<file path="config.mk">
export PLATFORM = sky130hd
export DESIGN_NAME = wb_uart_master_flat
export DESIGN_NICKNAME = d
export VERILOG_FILES = /design/src/rtl/wb_uart_master_pkg.sv /design/src/rtl/wb_uart_master_if.sv /design/src/rtl/wb_timeout_counter.sv /design/src/rtl/wb_uart_master.sv /design/src/flat_wrapper.sv
export SDC_FILE = /design/constraint.sdc
export NUM_CORES = 1
export LEC_CHECK = 0
export CAP_MARGIN = 10
export CORE_ASPECT_RATIO = 1.75
export CORE_UTILIZATION = 45
export CTS_CLUSTER_SIZE = 30
export DETAILED_ROUTE_END_ITERATION = 12
export DONT_BUFFER_PORTS = 1
export SLEW_MARGIN = 15
export SYNTH_ARGS = -nofsm -noshare
export SYNTH_HDL_FRONTEND = slang
export SYNTH_SLANG_ARGS = --single-unit
</file>
<file path="constraint.sdc">
create_clock -name clk -period 2.1 [get_ports clk]
set_input_delay 0.21 -clock clk [delete_from_list [all_inputs] [get_ports clk]]
set_output_delay 0.21 -clock clk [all_outputs]
set_load 0.005 [all_outputs]
</file>
<file path="src/rtl/wb_uart_master_pkg.sv">
// Shared definitions for the UART bus initiator: register map, wb_we polarity,
// FSM state encoding and the timeout counter width.
package wb_uart_master_pkg;

    localparam logic [1:0] TX_DATA_ADDR  = 2'b00;
    localparam logic [1:0] RX_DATA_ADDR  = 2'b01;
    localparam logic [1:0] FREQ_DIV_ADDR = 2'b10;

    // The UART bus uses inverted write-enable polarity: 0 writes, 1 reads.
    localparam logic WB_WE_WRITE = 1'b0;
    localparam logic WB_WE_READ  = 1'b1;

    localparam int TMO_WIDTH = 16;

    typedef enum logic [1:0] {
        ST_IDLE    = 2'd0,
        ST_SETUP   = 2'd1,
        ST_STROBE  = 2'd2,
        ST_RELEASE = 2'd3
    } wb_state_e;

    function automatic logic wb_we_for(input logic req_write);
        return req_write ? WB_WE_WRITE : WB_WE_READ;
    endfunction

endpackage

</file>
<file path="src/rtl/wb_uart_master_if.sv">
// UART register-bus signals between the initiator (master) and the UART (slave).
interface wb_uart_master_if;

    logic [1:0] wb_addr;
    logic [7:0] wb_data_out;
    logic [7:0] wb_data_in;
    logic       wb_we;
    logic       wb_stb;
    logic       wb_clk;
    logic       wb_ack;

    modport master (
        output wb_addr, wb_data_out, wb_we, wb_stb, wb_clk,
        input  wb_data_in, wb_ack
    );

    modport slave (
        input  wb_addr, wb_data_out, wb_we, wb_stb, wb_clk,
        output wb_data_in, wb_ack
    );

endinterface

</file>
<file path="src/rtl/wb_timeout_counter.sv">
// Transaction watchdog: clears on request acceptance, counts while enabled and
// flags expiry on the cycle the count reaches LIMIT.
module wb_timeout_counter
    import wb_uart_master_pkg::*;
#(
    parameter logic [TMO_WIDTH-1:0] LIMIT = 16'd255
) (
    input  logic clk,
    input  logic reset,
    input  logic clear,
    input  logic enable,
    output logic expire
);

    logic [TMO_WIDTH-1:0] count;
    logic [TMO_WIDTH-1:0] count_next;

    // LIMIT never exceeds 65535, so count + 1 cannot wrap before it matches.
    assign count_next = count + 1'b1;
    assign expire     = enable && (count_next == LIMIT);

    // NOTE: sequential state uses non-blocking assignments so every register
    // samples the values from before the clock edge.
    always_ff @(posedge clk or negedge reset) begin
        if (!reset) begin
            count <= '0;
        end else if (clear) begin
            count <= '0;
        end else if (enable) begin
            count <= count_next;
        end
    end

endmodule

</file>
<file path="src/rtl/wb_uart_master.sv">
// Single-outstanding bus initiator for the UART register port.
// Define WB_MASTER_TIMEOUT_EN to build in the transaction timeout/abort path.
module wb_uart_master
    import wb_uart_master_pkg::*;
#(
    parameter int TIMEOUT_CYCLES = 255
) (
    input  logic                    clk,
    input  logic                    reset,
    input  logic                    req_valid,
    output logic                    req_ready,
    input  logic                    req_write,
    input  logic [1:0]              req_addr,
    input  logic [7:0]              req_wdata,
    output logic                    rsp_valid,
    output logic [7:0]              rsp_rdata,
    output logic                    rsp_timeout,
    wb_uart_master_if.master        wb
);

    if (TIMEOUT_CYCLES < 1 || TIMEOUT_CYCLES > 65535) begin : g_bad_timeout
        $error("wb_uart_master: TIMEOUT_CYCLES out of range 1..65535");
    end

    wb_state_e state;
    logic      accept;

    // A stale ack from an aborted or reset-interrupted transfer blocks new requests.
    assign req_ready = (state == ST_IDLE) && !wb.wb_ack;
    assign accept    = req_valid && req_ready;

`ifdef WB_MASTER_TIMEOUT_EN
    logic tmo_expire;

    wb_timeout_counter #(
        .LIMIT (TMO_WIDTH'(TIMEOUT_CYCLES))
    ) u_timeout (
        .clk    (clk),
        .reset  (reset),
        .clear  (accept),
        .enable ((state == ST_STROBE) || (state == ST_RELEASE)),
        .expire (tmo_expire)
    );
`endif

    always_ff @(posedge clk or negedge reset) begin
        if (!reset) begin
            state          <= ST_IDLE;
            wb.wb_stb      <= 1'b0;
            wb.wb_clk      <= 1'b0;
            wb.wb_we       <= WB_WE_READ;
            wb.wb_addr     <= 2'b00;
            wb.wb_data_out <= 8'h00;
            rsp_valid      <= 1'b0;
            rsp_rdata      <= 8'h00;
            rsp_timeout    <= 1'b0;
        end else begin
            rsp_valid <= 1'b0;

            case (state)
                ST_IDLE: begin
                    if (accept) begin
                        wb.wb_addr     <= req_addr;
                        wb.wb_we       <= wb_we_for(req_write);
                        wb.wb_data_out <= req_write ? req_wdata : 8'h00;
                        wb.wb_stb      <= 1'b1;
                        state          <= ST_SETUP;
                    end
                end

                // One full cycle of address/data setup before the phase rises.
                ST_SETUP: begin
                    wb.wb_clk <= 1'b1;
                    state     <= ST_STROBE;
                end

                ST_STROBE: begin
                    if (wb.wb_ack) begin
                        wb.wb_clk <= 1'b0;
                        state     <= ST_RELEASE;
                    end
                end

                // Complete only once the responder has released ack.
                ST_RELEASE: begin
                    if (!wb.wb_ack) begin
                        rsp_rdata   <= (wb.wb_we == WB_WE_READ) ? wb.wb_data_in : 8'h00;
                        wb.wb_stb   <= 1'b0;
                        rsp_valid   <= 1'b1;
                        rsp_timeout <= 1'b0;
                        state       <= ST_IDLE;
                    end
                end

                default: state <= ST_IDLE;
            endcase

`ifdef WB_MASTER_TIMEOUT_EN
            // Abort overrides any completion seen on the same edge.
            if (tmo_expire) begin
                wb.wb_stb   <= 1'b0;
                wb.wb_clk   <= 1'b0;
                rsp_valid   <= 1'b1;
                rsp_timeout <= 1'b1;
                rsp_rdata   <= 8'h00;
                state       <= ST_IDLE;
            end
`endif
        end
    end

endmodule

</file>
<file path="src/flat_wrapper.sv">
// flat-port wrapper written by rule: the top's interface ports become plain ports
module wb_uart_master_flat import wb_uart_master_pkg::*;
#(
    parameter int TIMEOUT_CYCLES = 255
)
  (clk, reset, req_valid, req_ready, req_write, req_addr, req_wdata, rsp_valid, rsp_rdata, rsp_timeout, wb_wb_addr, wb_wb_data_out, wb_wb_we, wb_wb_stb, wb_wb_clk, wb_wb_data_in, wb_wb_ack);
  wb_uart_master_if wb_i ();
  input  logic clk;
  input  logic reset;
  input  logic req_valid;
  output logic req_ready;
  input  logic req_write;
  input  logic [1:0] req_addr;
  input  logic [7:0] req_wdata;
  output logic rsp_valid;
  output logic [7:0] rsp_rdata;
  output logic rsp_timeout;
  output wire logic [$bits(wb_i.wb_addr)-1:0] wb_wb_addr;
  output wire logic [$bits(wb_i.wb_data_out)-1:0] wb_wb_data_out;
  output wire logic [$bits(wb_i.wb_we)-1:0] wb_wb_we;
  output wire logic [$bits(wb_i.wb_stb)-1:0] wb_wb_stb;
  output wire logic [$bits(wb_i.wb_clk)-1:0] wb_wb_clk;
  input wire logic [$bits(wb_i.wb_data_in)-1:0] wb_wb_data_in;
  input wire logic [$bits(wb_i.wb_ack)-1:0] wb_wb_ack;
  assign wb_wb_addr = wb_i.wb_addr;
  assign wb_wb_data_out = wb_i.wb_data_out;
  assign wb_wb_we = wb_i.wb_we;
  assign wb_wb_stb = wb_i.wb_stb;
  assign wb_wb_clk = wb_i.wb_clk;
  assign wb_i.wb_data_in = wb_wb_data_in;
  assign wb_i.wb_ack = wb_wb_ack;
  wb_uart_master #(.TIMEOUT_CYCLES(TIMEOUT_CYCLES)) u_core (.clk(clk), .reset(reset), .req_valid(req_valid), .req_ready(req_ready), .req_write(req_write), .req_addr(req_addr), .req_wdata(req_wdata), .rsp_valid(rsp_valid), .rsp_rdata(rsp_rdata), .rsp_timeout(rsp_timeout), .wb(wb_i));
endmodule
</file>
==> flow_metrics.tcl, run 1 <==
set metrics [dict create \
    syn_area_um2 1100 \
    cts_hold_buf 2 \
    cts_num_sinks 24 \
    drive_gt1_frac 0.135 \
    synthesis.yosys.warnings 0 \
    synth-seq-cells 24 \
    setup_viol 0 \
    cellLeakagePower_nw 0.591 \
    number_of_global_route_vias_before_repair 752 \
    final_hold_viol_count 0 \
    synth_enable_flop_cells 0 \
    area_fraction_in_compound_gates_after_synthesis 0.132 \
    worst_ep_required_ns 2.29 \
    clk_pin_slew_worst_paths_ns 0.08 \
    rsz0062_at_grt "false" \
    fp.dieArea_um2 2640 \
    finalWirelength_mm 1.95 \
    route.vias.total 738 \
    post_synth_main_area_contributors "sky130_fd_sc_hd__dfrtp_1 53%, sky130_fd_sc_hd__nand2_1 11%, sky130_fd_sc_hd__ha_1 5.7%, sky130_fd_sc_hd__mux2_4 5.5%, sky130_fd_sc_hd__o21ai_0 5.0%" \
    worstHoldPathCells 1 \
    initial_core_util 0.476 \
    cp_data_arrival_time_ns 1.99 \
    cts_tree "done" \
    asyncSetResetFlopFracSynth 1.00 \
    holdCritStartpoint "wb_wb_ack" \
    min_period_ns 1.81 \
    finalClockSkew_ns 0.00515 \
    layout_worst_path_cycle_share 0.860 \
    synth_mux_area_frac 0.0548 \
    worstSetupStartpointType "flop" \
    synthDistinctLibCells 24 \
    synth_common_cells "33 x sky130_fd_sc_hd__nand2_1, 23 x sky130_fd_sc_hd__dfrtp_1, 11 x sky130_fd_sc_hd__o21ai_0, 6 x sky130_fd_sc_hd__o21ai_1" \
    finish.cell_count_without_fillers 136 \
    largest_family_of_logic_cells_by_synthesized_area "simple AND/OR/NAND/NOR gates" \
    syn_nets 138 \
    grt_antenna_before_repair 0 \
    cts.root.buffer_cell "sky130_fd_sc_hd__clkbuf_8" \
    fin_worst_hold_slack_ns 0.0477 \
    path_max_fanout 13 \
    synth_flop_cell "sky130_fd_sc_hd__dfrtp_1" \
    area_taken_by_multi_input_logic_gates_um2 438 \
    num_rows 23 \
    simple_gate_area_share_of_the_yosys_netlist 0.152 \
    post_synth_inst_count 110 \
    pin_count 47 \
    grt.total_usage 0.166 \
    first_pass_iters 4 \
    gp_routability_congestion 0.694 \
    clock_tree.buffer_depth 2 \
    slew_violations 0 \
    grt_first_pass_wirelength_mm 3.05 \
    post_synth.cell_area_avg_um2 9.96 \
    die_h_um 67.3 \
    max_freq_ghz 0.554 \
    dpl.cell_count 129 \
    dp_hpwl_mm 1.50 \
    vdd_ir_drop_max_uv 654 \
    synth_fa_ha_area_frac 0.0571 \
    n_antenna_cell 0 \
    timing_worst_slew_pin_value_ns 0.555 \
    yosysSeqAreaShare 0.549 \
    floorplan.die.width_um 39.3 \
    final_net_count 140 \
    run_status "complete, no violations" \
    relSlewSlack 0.630 \
    rr_worst_depth 5 \
    synth_top_area_share 0.525 \
    nFillCells 229 \
    grt_remaining_overflow 0 \
    via_count_normalized_by_instance_count 5.43 \
    flow.area_growth_from_synthesis_pct 8.90 \
    synthXorXnorAreaFrac 0 \
    synth.most_common_cell "sky130_fd_sc_hd__nand2_1" \
    tns_ns 0 \
    worstSetupEndpointType "flop" \
    pin_count_of_the_biggest_net_entering_global_routing 25 \
    worst_hold_path_type "input pin to flop" \
    floorplan.core_area_um2 2300 \
    post_cts.resized_instances 0 \
    powerDensity_nw_per_um2 1450 \
    clock_tree.htree_level_count 1 \
    drt_iter0_markers 20 \
    seq_area_um2 602 \
    placement.io_buffers 0 \
    max-cap-violations 0 \
    worst_r2r_startpoint "u_core.state[0]" \
    cts.repair_timing.setup_buffer_count 0 \
    clk-insertion-delay-late_ns 0.27 \
    detail-route-antenna-nets 0 \
    timing.setup.critical_path_class "flop to flop" \
    netlist.top_cell.by_area "sky130_fd_sc_hd__dfrtp_1" \
    cts_buffers 3 \
    startpoint "u_core.state[0]" \
    wl_per_cell_um 14.4 \
    remaining_drc_errors 0 \
]
==> sequential cells by signal (all words and copies together) (netlist names) <==
| signal | count |
|---|---|
| u_core.rsp_rdata | 8 |
| u_core.wb.wb_clk | 1 |
| u_core.wb.wb_data_out | 8 |
| u_core.wb.wb_stb | 1 |
| u_core.rsp_valid | 1 |
| u_core.wb.wb_addr | 2 |
| u_core.state | 2 |
| u_core.wb.wb_we | 1 |
==> cell usage in the layout (no fill, tap or decap), drive strengths merged, types with 3 or more instances in the layout <==
master,netlist,final
nand2,33,33
mux2,4,4
ha,5,5
inv,5,5
clkbuf,1,3
nor2,3,3
dfrtp,23,23
o21ai,17,17
o22ai,3,3
==> routing by layer <==
metal	vias to the layer above	track usage	share of wire
li1	356	-	-
met1	348	0.164	0.36
met2	30	0.302	0.55
met3	4	0.0362	0.066
met4	0	0.0905	0.020
met5	-	0	0
==> kinds of logic after synthesis <==
kind of cell               Yosys count
muxes                                4
DFF                                 24
AOI/OAI and AO/OA                   24
other                                1
and+or+nand+nor                     40
adders and majority gates            5
buffers and inverters               12
==> report_power, final <==
part	total [W]	switching [W]	internal, W
combinational	0.000496	0.000246	0.000251
sequential	0.000833	0.000172	0.000661
clock	0.000400	0.000145	0.000255
total	0.00173	0.000563	0.00117
==> path summary, 6_finish.rpt <==
path | endpoint | slack [ns]
worst max-delay path | u_core.wb.wb_data_out[1] | 0.29
worst min-delay path | u_core.wb.wb_clk | 0.05
worst max register to register | u_core.wb.wb_data_out[1] | 0.29
worst min register to register | u_core.rsp_rdata[7] | 0.51
max in group asynchronous | u_core.wb.wb_we | 1.29
min in group asynchronous | u_core.rsp_valid | 0.44
==> layout make-up <==
type,count,area share
flip-flops and latches,24,0.504
multi-input cells,74,0.367
clock buffers,3,0.0346
repair buffers,4,0.0273
well taps,25,0.0262
clock inverters,1,0.0252
inverters,5,0.0157
==> stage by stage <==
stage               cell area (um2)  setup WS (ns)  power (W)   util
detailed placement             1100          0.320    0.00134  0.477
CTS                            1190          0.299    0.00176  0.516
global placement               1100          0.387    0.00130  0.477
global route                   1190         0.0699    0.00187  0.518
finish                         1190          0.294    0.00173  0.518
floorplan                      1100          0.579    0.00123      -
==> worst max-delay path, stage by stage, from the launching register on <==
cell	delay (ns)
sky130_fd_sc_hd__dfrtp_1	0.42
sky130_fd_sc_hd__inv_1	0.12
sky130_fd_sc_hd__ha_1	0.29
sky130_fd_sc_hd__nand3b_1	0.41
sky130_fd_sc_hd__buf_4	0.32
sky130_fd_sc_hd__o21ai_0	0.18
Note: power is estimated with default switching activity, not from simulation.
==> run 2: changes to the inputs <==
Settings changed: GPL_TIMING_DRIVEN from default to 0, SKIP_CTS_REPAIR_TIMING from default to 1.
==> run 2 against run 1 <==
- critical path depth did not move
- worst setup slack improved by 0.16 ns
- clock-buffer cell count rose by 1
- sequential power fell by 2%
- die area did not move
- flip-flop and latch count did not move
- worst hold slack improved by 0.0089 ns
- cell count rose by 3.7%
- core utilization rose by 0.82 points
- combinational power rose by 9.5%
- largest power group unchanged
- clock skew fell by 0.0032 ns
==> flow_metrics.tcl, run 2 (same netlist as run 1, synthesis figures left out) <==
set metrics [dict create \
    sequentialPowerShare 0.490 \
    floorplan.core_area_um2 2300 \
    final_hold_viol_count 0 \
    drt_iter0_markers 18 \
    number_of_global_route_vias_before_repair 715 \
    n_antenna_cell 0 \
    gp_routability_congestion 0.767 \
    cts_num_sinks 24 \
    tns_ns 0 \
    p_int_w 0.00109 \
    dp_hpwl_mm 1.52 \
    endpoint_of_the_worst_hold_path "u_core.wb.wb_clk" \
    grt_remaining_overflow 0 \
    nFillCells 206 \
    rr_endpoint "u_core.state[1]" \
    clock_tree.buffer_depth 2 \
    top_regs "u_core.rsp_rdata (8), u_core.wb.wb_data_out (8)" \
    clk_pin_slew_worst_paths_ns 0.08 \
    worst_hold_path_type "input pin to flop" \
    placement.io_buffers 0 \
    cts.root.buffer_cell "sky130_fd_sc_hd__clkbuf_8" \
    worstSetupStartpointType "flop" \
    finalClockSkew_ns 0.00195 \
    initial_core_util 0.476 \
    pin_count 47 \
    dpl.cell_count 135 \
    layout_worst_path_cycle_share 0.785 \
    layout_commonest_cell "sky130_fd_sc_hd__nand2_1" \
    grt.total_usage 0.167 \
    pin_count_of_the_biggest_net_entering_global_routing 25 \
    setup_viol 0 \
    flow.area_growth_from_synthesis_pct 10.6 \
    rr_worst_depth 5 \
    area_taken_by_multi_input_logic_gates_um2 438 \
    worst_r2r_startpoint "u_core.state[0]" \
    cellLeakagePower_nw 0.601 \
    clock_tree.htree_level_count 1 \
    fp.dieArea_um2 2640 \
    max-cap-violations 0 \
    via_count_normalized_by_instance_count 5.28 \
    holdCritStartpoint "wb_wb_ack" \
    p_comb_frac 0.327 \
    cp_data_arrival_time_ns 1.80 \
    num_rows 23 \
    die_h_um 67.3 \
    min_period_ns 1.65 \
    grt_first_pass_wirelength_mm 3.13 \
    worst_ep_required_ns 2.25 \
    floorplan.die.width_um 39.3 \
    cts_buffers 3 \
    drive_gt1_frac 0.164 \
    clk-insertion-delay-late_ns 0.26 \
    final_net_count 145 \
    swShare 0.341 \
    worstHoldPathCells 1 \
    powerDensity_nw_per_um2 1370 \
    seq_area_um2 602 \
    commonest_non_fill_non_tap_cells_in_the_layout "33 x sky130_fd_sc_hd__nand2_1, 23 x sky130_fd_sc_hd__dfrtp_1, 11 x sky130_fd_sc_hd__o21ai_0" \
    worstSetupEndpointType "flop" \
    path_max_fanout 5 \
    fin_worst_hold_slack_ns 0.0566 \
    first_pass_iters 2 \
    netSwitchingPower_w 0.000566 \
    max_freq_ghz 0.606 \
    setup_slack_ns 0.451 \
    pre_cts_slack_ns 0.455 \
    wl_per_cell_um 14.3 \
    grt_antenna_before_repair 0 \
    reg_to_reg_slack_setup_ns 0.45 \
    vdd_ir_drop_max_uv 666 \
    post-route-cell-area_um2 1210 \
    rsz0062_at_grt "false" \
    remaining_drc_errors 0 \
    finalWirelength_mm 2.02 \
    clkPwrFrac 0.183 \
    slew_violations 0 \
    cts_tree "done" \
    finish.cell_count_without_fillers 141 \
    detail-route-antenna-nets 0 \
    timing.setup.critical_path_class "flop to flop" \
    placedInstanceArea_um2 1130 \
    run_status "complete, no violations" \
    route.vias.total 744 \
]
run 2: cell types whose count changed in the layout (fill, tap and decap cells not counted):
| cell | change |
|---|---|
| sky130_fd_sc_hd__buf_4 | +1 |
| sky130_fd_sc_hd__buf_1 | +1 |
| sky130_fd_sc_hd__buf_2 | +2 |
| sky130_fd_sc_hd__buf_12 | +1 |
| sky130_fd_sc_hd__bufinv_16 | -1 |
| sky130_fd_sc_hd__clkbuf_8 | +1 |
| sky130_fd_sc_hd__clkbuf_1 | +1 |
| sky130_fd_sc_hd__dlygate4sd3_1 | -1 |
run 2: critical path, cell delays in order, from the launching register on:
cell	delay, ns
sky130_fd_sc_hd__dfrtp_1	0.41
sky130_fd_sc_hd__inv_1	0.10
sky130_fd_sc_hd__ha_1	0.27
sky130_fd_sc_hd__mux2_4	0.30
sky130_fd_sc_hd__o22ai_2	0.14
sky130_fd_sc_hd__mux2_4	0.31
run 2: worst max-delay path by stage:
stage	start	endpoint	slack (ns)	cells past startpoint
after global placement	u_core.state[0]	u_core.state[1]	0.49	5
after global routing	u_core.state[0]	u_core.state[1]	0.37	5
final	u_core.state[0]	u_core.state[1]	0.45	5
after CTS	u_core.state[0]	u_core.state[1]	0.45	5
after floorplan	u_core.state[0]	u_core.state[1]	0.58	5
after detailed placement	u_core.state[0]	u_core.state[1]	0.46	5
run 2: cell type report:
| cell class | instances | area share |
|---|---|---|
| Sequential cell | 24 | 0.496 |
| Multi-Input combinational cell | 74 | 0.361 |
| Clock buffer | 4 | 0.0454 |
| Buffer | 7 | 0.0310 |
| Tap cell | 25 | 0.0258 |
| Timing Repair Buffer | 2 | 0.0248 |
| Inverter | 5 | 0.0155 |
run 2: power by group through the flow:
stage          sequential (W)  clock, W  combinational (W)
6_report             0.000813  0.000304           0.000543
5_1_grt              0.000847  0.000329           0.000628
4_1_cts              0.000820  0.000314           0.000541
3_5_place_dp         0.000828         0           0.000538
3_3_place_gp         0.000819         0           0.000513
2_1_floorplan        0.000784         0           0.000448
run 2: through the flow:
step	power [W]	util
after floorplan	0.00123	-
after global placement	0.00133	0.490
after detailed placement	0.00137	0.490
after CTS	0.00167	0.514
after global routing	0.00180	0.527
final	0.00166	0.527
run 2: layer usage:
layer,track usage,vias to the layer above,share of wire,wire (um)
met5,0,-,0,0
met4,0.0733,0,0.0089,18
met3,0.0263,2,0.052,105
met2,0.292,27,0.53,1070
met1,0.190,350,0.41,824
li1,-,365,-,-
==> run 3: changes to the inputs <==
Clock period 2.1 ns to 1.45 ns, I/O delays scaled along.
==> run 3 against run 2 <==
- the flow now finishes with violations (hold timing, setup timing)
- global-route usage is 1.3 points higher
- critical path depth fell by 1
- cell count increased by 5.0%
- non-clock buffer count grew 7
- worst hold slack got worse by 0.081 ns
- critical endpoint unchanged
- largest cell class unchanged
- largest power group unchanged
==> flow_metrics.tcl, run 3 (same netlist as run 1, synthesis figures left out) <==
set metrics [dict create \
    num_rows 23 \
    timing.setup.critical_path_class "flop to flop" \
    path_max_fanout 4 \
    final_net_count 152 \
    clk_pin_slew_worst_paths_ns 0.09 \
    min_period_ns 1.51 \
    layout_worst_path_cycle_share 1.04 \
    grt_antenna_before_repair 0 \
    grt_first_pass_wirelength_mm 3.19 \
    placement.io_buffers 0 \
    cpMostUsedCell "sky130_fd_sc_hd__mux2_4" \
    finalWirelength_mm 2.29 \
    remaining_drc_errors 0 \
    worstSetupEndpointType "flop" \
    rr_endpoint "u_core.state[1]" \
    n_antenna_cell 0 \
    timing.critical_path.slowest_stage_cell "sky130_fd_sc_hd__dfrtp_2" \
    cts_buffers 3 \
    first_pass_iters 3 \
    top_regs "u_core.rsp_rdata (8), u_core.wb.wb_data_out (8)" \
    layout_commonest_cell "sky130_fd_sc_hd__nand2_1" \
    number_of_global_route_vias_before_repair 751 \
    design_power_total_w 0.00287 \
    cellLeakagePower_nw 0.641 \
    grt.total_usage 0.180 \
    fp.dieArea_um2 2640 \
    setup_slack_ns -0.0560 \
    critPathMaxStageDelay_ns 0.48 \
    rsz0062_at_grt "true" \
    pin_count_of_the_biggest_net_entering_global_routing 25 \
    worst_r2r_startpoint "u_core.state[1]" \
    route.vias.total 791 \
    clk-insertion-delay-late_ns 0.27 \
    vdd_ir_drop_max_uv 1120 \
    worstHoldPathCells 1 \
    setup_viol 1 \
    timing.critical_path.to "u_core.state[1]" \
    run_status "finished, violations left" \
    cp_data_arrival_time_ns 1.67 \
    die_h_um 67.3 \
    worstSetupStartpointType "flop" \
    final_hold_viol_count 1 \
    clock_tree.htree_level_count 1 \
    cts.root.buffer_cell "sky130_fd_sc_hd__clkbuf_8" \
    drive_gt1_frac 0.268 \
    pin_count 47 \
    crit_chain "ha_4, mux2_4, o22ai_4, mux2_4" \
    detail-route-antenna-nets 0 \
    worst_ep_required_ns 1.61 \
    rr_worst_depth 4 \
    dp_hpwl_mm 1.58 \
    slew_violations 0 \
    failed_checks "hold timing, setup timing" \
    flow.area_growth_from_synthesis_pct 22.3 \
    fin_worst_hold_slack_ns -0.0246 \
    floorplan.core_area_um2 2300 \
    max_freq_ghz 0.664 \
    initial_core_util 0.476 \
    wl_per_cell_um 15.5 \
    grt_remaining_overflow 0 \
    cts_tree "done" \
    clock_tree.buffer_depth 2 \
    tns_ns -0.0560 \
    reg_to_reg_slack_setup_ns -0.06 \
    commonest_non_fill_non_tap_cells_in_the_layout "33 x sky130_fd_sc_hd__nand2_1, 21 x sky130_fd_sc_hd__dfrtp_1, 11 x sky130_fd_sc_hd__o21ai_0" \
    powerDensity_nw_per_um2 2140 \
    worst_hold_path_type "input pin to flop" \
    finalClockSkew_ns 0.00345 \
    via_count_normalized_by_instance_count 5.34 \
    drt_iter0_markers 6 \
    floorplan.die.width_um 39.3 \
    cts_num_sinks 24 \
    gp_routability_congestion 0.761 \
    nFillCells 214 \
    max-cap-violations 0 \
    startpoint "u_core.state[1]" \
]
run 3: critical path: cells and delay by family (launching register included):
family | cells | cell delay (ns)
mux | 2 | 0.59
compound gates | 1 | 0.13
flops | 1 | 0.48
fa+ha+maj | 1 | 0.19
run 3: routing by layer:
layer	share of wire	track usage	wire (um)	up-vias
li1	-	-	-	379
met1	0.36	0.174	818	376
met2	0.56	0.325	1290	31
met3	0.056	0.0329	129	5
met4	0.025	0.116	57	0
met5	0	0	0	-
run 3: power by group:
group / internal [W] / switching, W / total, W
combinational: 0.000576 / 0.000481 / 0.00106
sequential: 0.000961 / 0.000257 / 0.00122
clock: 0.000370 / 0.000222 / 0.000591
run 3: through the flow:
step	setup slack (ns)	utilization	instances	instance area [um2]	hold WS, ns
after floorplan	0.00937	-	110	1110	-0.151
after global placement	-0.142	0.496	135	1140	-0.150
after detailed placement	-0.137	0.496	135	1140	-0.150
after CTS	-0.175	0.527	139	1210	-0.452
after global routing	-0.0959	0.582	148	1340	-0.0306
final	-0.0560	0.582	148	1340	-0.0246
run 3: worst min-delay path by stage:
stage	start	to	slack (ns)
2_1_floorplan	reset	u_core.rsp_rdata[0]	-0.15
4_1_cts	reset	u_core.rsp_rdata[6]	-0.45
3_5_place_dp	reset	u_core.rsp_rdata[2]	-0.15
6_report	wb_wb_ack	u_core.wb.wb_clk	-0.02
5_1_grt	wb_wb_ack	u_core.wb.wb_clk	-0.03
3_3_place_gp	reset	u_core.rsp_rdata[3]	-0.15
run 3: final cells by class:
| class | count | area (um2) | area share |
|---|---|---|---|
| Buffer | 7 | 43.8 | 0.0327 |
| Clock buffer | 3 | 41.3 | 0.0308 |
| Sequential cell | 24 | 604 | 0.451 |
| Timing Repair Buffer | 9 | 82.6 | 0.0616 |
| Tap cell | 25 | 31.3 | 0.0233 |
| Multi-Input combinational cell | 74 | 483 | 0.360 |
| Clock inverter | 1 | 30.0 | 0.0224 |
| Inverter | 5 | 23.8 | 0.0177 |
==> variant: new RTL, settings of run 3 <==
Add a define of `WB_MASTER_TIMEOUT_EN`.
--- a/src/rtl/wb_uart_master.sv
+++ b/src/rtl/wb_uart_master.sv
@@ -1,4 +1,6 @@
 // Single-outstanding bus initiator for the UART register port.
 // Define WB_MASTER_TIMEOUT_EN to build in the transaction timeout/abort path.
+`define WB_MASTER_TIMEOUT_EN
+
 module wb_uart_master
     import wb_uart_master_pkg::*;
Check against the original RTL: no difference found for any inputs over 10 cycles, from zero or initial values and one cycle with reset low; that may be too few to reach the edited logic, so the function may still have changed.
==> variant against run 3 <==
The run still ends with hold timing, setup timing left; critical path depth up 5; cell count up 140%; routed wire length up 150%; clock power up 53%; design area up 140%; synthesized cell count up 120%; via count up 140%; synthesized area up 100%; sequential cell count up 17; worst setup slack worse by 620 ps; total power up 87%; largest power group is now combinational logic.
==> variant: results (changes against run 3) <==
outcome:
  status: "complete, but fails checks"
  violations: "hold timing, setup timing"
drt:
  final_antenna_net_count: 0  # unchanged
  vias: 1917  # +140%
  firstDrtPassIters: 4  # +1
  routedWlPerCell_um: 16.1  # +4.2%
  drt-total-wl_um: 5660  # +150%
  drt-initial-drc-count: 71  # +65
clock_tree:
  h-tree-depth: 2  # +1
  path_clk_slew_ps: 80
  insertion_delay_ps: 300  # +30 ps
  ctsRootBufferMaster: "clkbuf_8"
  cts_buffers: 5  # +2
  clk_path_buf_depth: 2  # unchanged
global_routing:
  grt_pass1_vias: 1533  # +100%
  grt_usage_pct: 18.5  # +0.45 points
  grt_pass1_wl_um: 7610  # +140%
  grt_start_max_net_pins: 42  # +68%
final_layout:
  clkbuf_count: 6  # +3
  clk_share_pct: 3.31  # -2.0 points
  seqCellArea_um2: 1040  # +71%
  nNetsFinal: 327  # +120%
  nNonClkInverters: 5  # unchanged
  drive_above_1_share_pct: 41.1  # +14 points
  fillers: 368  # +72%
  non_clock_buffer_count: 62  # +46
  reg.largest.list: "u_core.u_timeout.count x16, u_core.rsp_rdata x8, u_core.wb.wb_data_out x8"
  nonClkBufAreaFrac_pct: 18.5  # +9.0 points
  multi_input_area_um2: 1420  # +190%
  num-multi-input-gates: 183  # +150%
  seq_cell_count: 41  # +71%
synth:
  synth_edf_count: 0  # unchanged
  ys_warn_count: 0  # unchanged
  ys_async_sr_fraction_pct: 100  # unchanged
  synthDistinctLibCells: 48  # +100%
  synth_fp_nets: 274  # +99%
  synth_common_cells: "45 x nand2_1, 40 x dfrtp_1, 26 x nor2_1"
  synth_area_leaders: "dfrtp_1 45%, nand2_1 7.5%, nand3_1 5.6%"
  yosysSeqAreaShare_pct: 45.8  # -9.1 points
  syn_inst: 245  # +120%
worst_setup_path:
  cp.arrival_ps: 2320  # +650 ps
  cpPeakStageDelay_ps: 450  # -30 ps
  critical_path.max_fanout: 6  # +2
  path_delay_family: "simple AND/OR/NAND/NOR gates"
placed_design:
  dp_slack_ps: -775  # -638 ps
  post-place-cells: 297  # +120%
  dp_hpwl_um: 3380  # +110%
  gp_congestion: 0.768  # +0.97%
pwr:
  ir_worst_vdd_v: 0.00130  # +16%
  p_leak_nw: 1.42  # +120%
timing:
  whs_ps: -1.40  # +23.2 ps
  finalHoldViolCount: 1  # unchanged
  worst_slack_ps: -678  # -622 ps
  clock-skew-final_ps: 2.27  # -1.17 ps
  worst_slew_pin_slew_ps: 496
  finalSetupViolations: 39  # +38
min_path:
  hold_path.class: "input pin to flop"
==> variant: worst paths after layout <==
kind                                           startpoint                       end  slack [ps]  depth (start not counted)
max in group asynchronous                           reset           u_core.wb.wb_we         850                          2
worst max register to register  u_core.u_timeout.count[1]           u_core.state[0]        -680                          9
worst min-delay path                         req_wdata[0]  u_core.wb.wb_data_out[0]          -1                          2
worst min register to register       u_core.wb.wb_addr[1]      u_core.wb.wb_addr[1]         510                          2
worst max-delay path            u_core.u_timeout.count[1]           u_core.state[0]        -680                          9
min in group asynchronous                           reset           u_core.state[1]         340                          2
==> variant: kinds of logic after synthesis <==
group           synth area share, %
mux                           0.892
xor+xnor                       7.02
fa+ha+maj                      3.34
simple gates                   28.8
buf+inv                        4.24
compound gates                 9.92
flops                          45.8
==> variant: stage by stage <==
step	utilization [%]	power, W	setup TNS (ps)	instance area, µm²
detailed placement	51.9	0.00359	-14510	2460
global route	68.4	0.00574	-15370	3250
floorplan	-	0.00323	-6280	2400
global placement	51.9	0.00355	-14210	2460
CTS	54.2	0.00451	-15170	2570
finish	68.4	0.00537	-11750	3250
==> variant: per-layer routing <==
layer | vias up | GRT usage (%) | routed length [µm]
met4 | 0 | 7.50 | 141
met3 | 12 | 3.93 | 145
met2 | 34 | 33.2 | 3210
li1 | 933 | - | -
met1 | 938 | 21.1 | 2160
met5 | - | 0 | 0
==> variant: report_power, final <==
group          leakage (nW)  switching, W  internal (W)
logic                 0.833       0.00127       0.00132
registers             0.526      0.000329       0.00155
clock network        0.0552      0.000394      0.000511
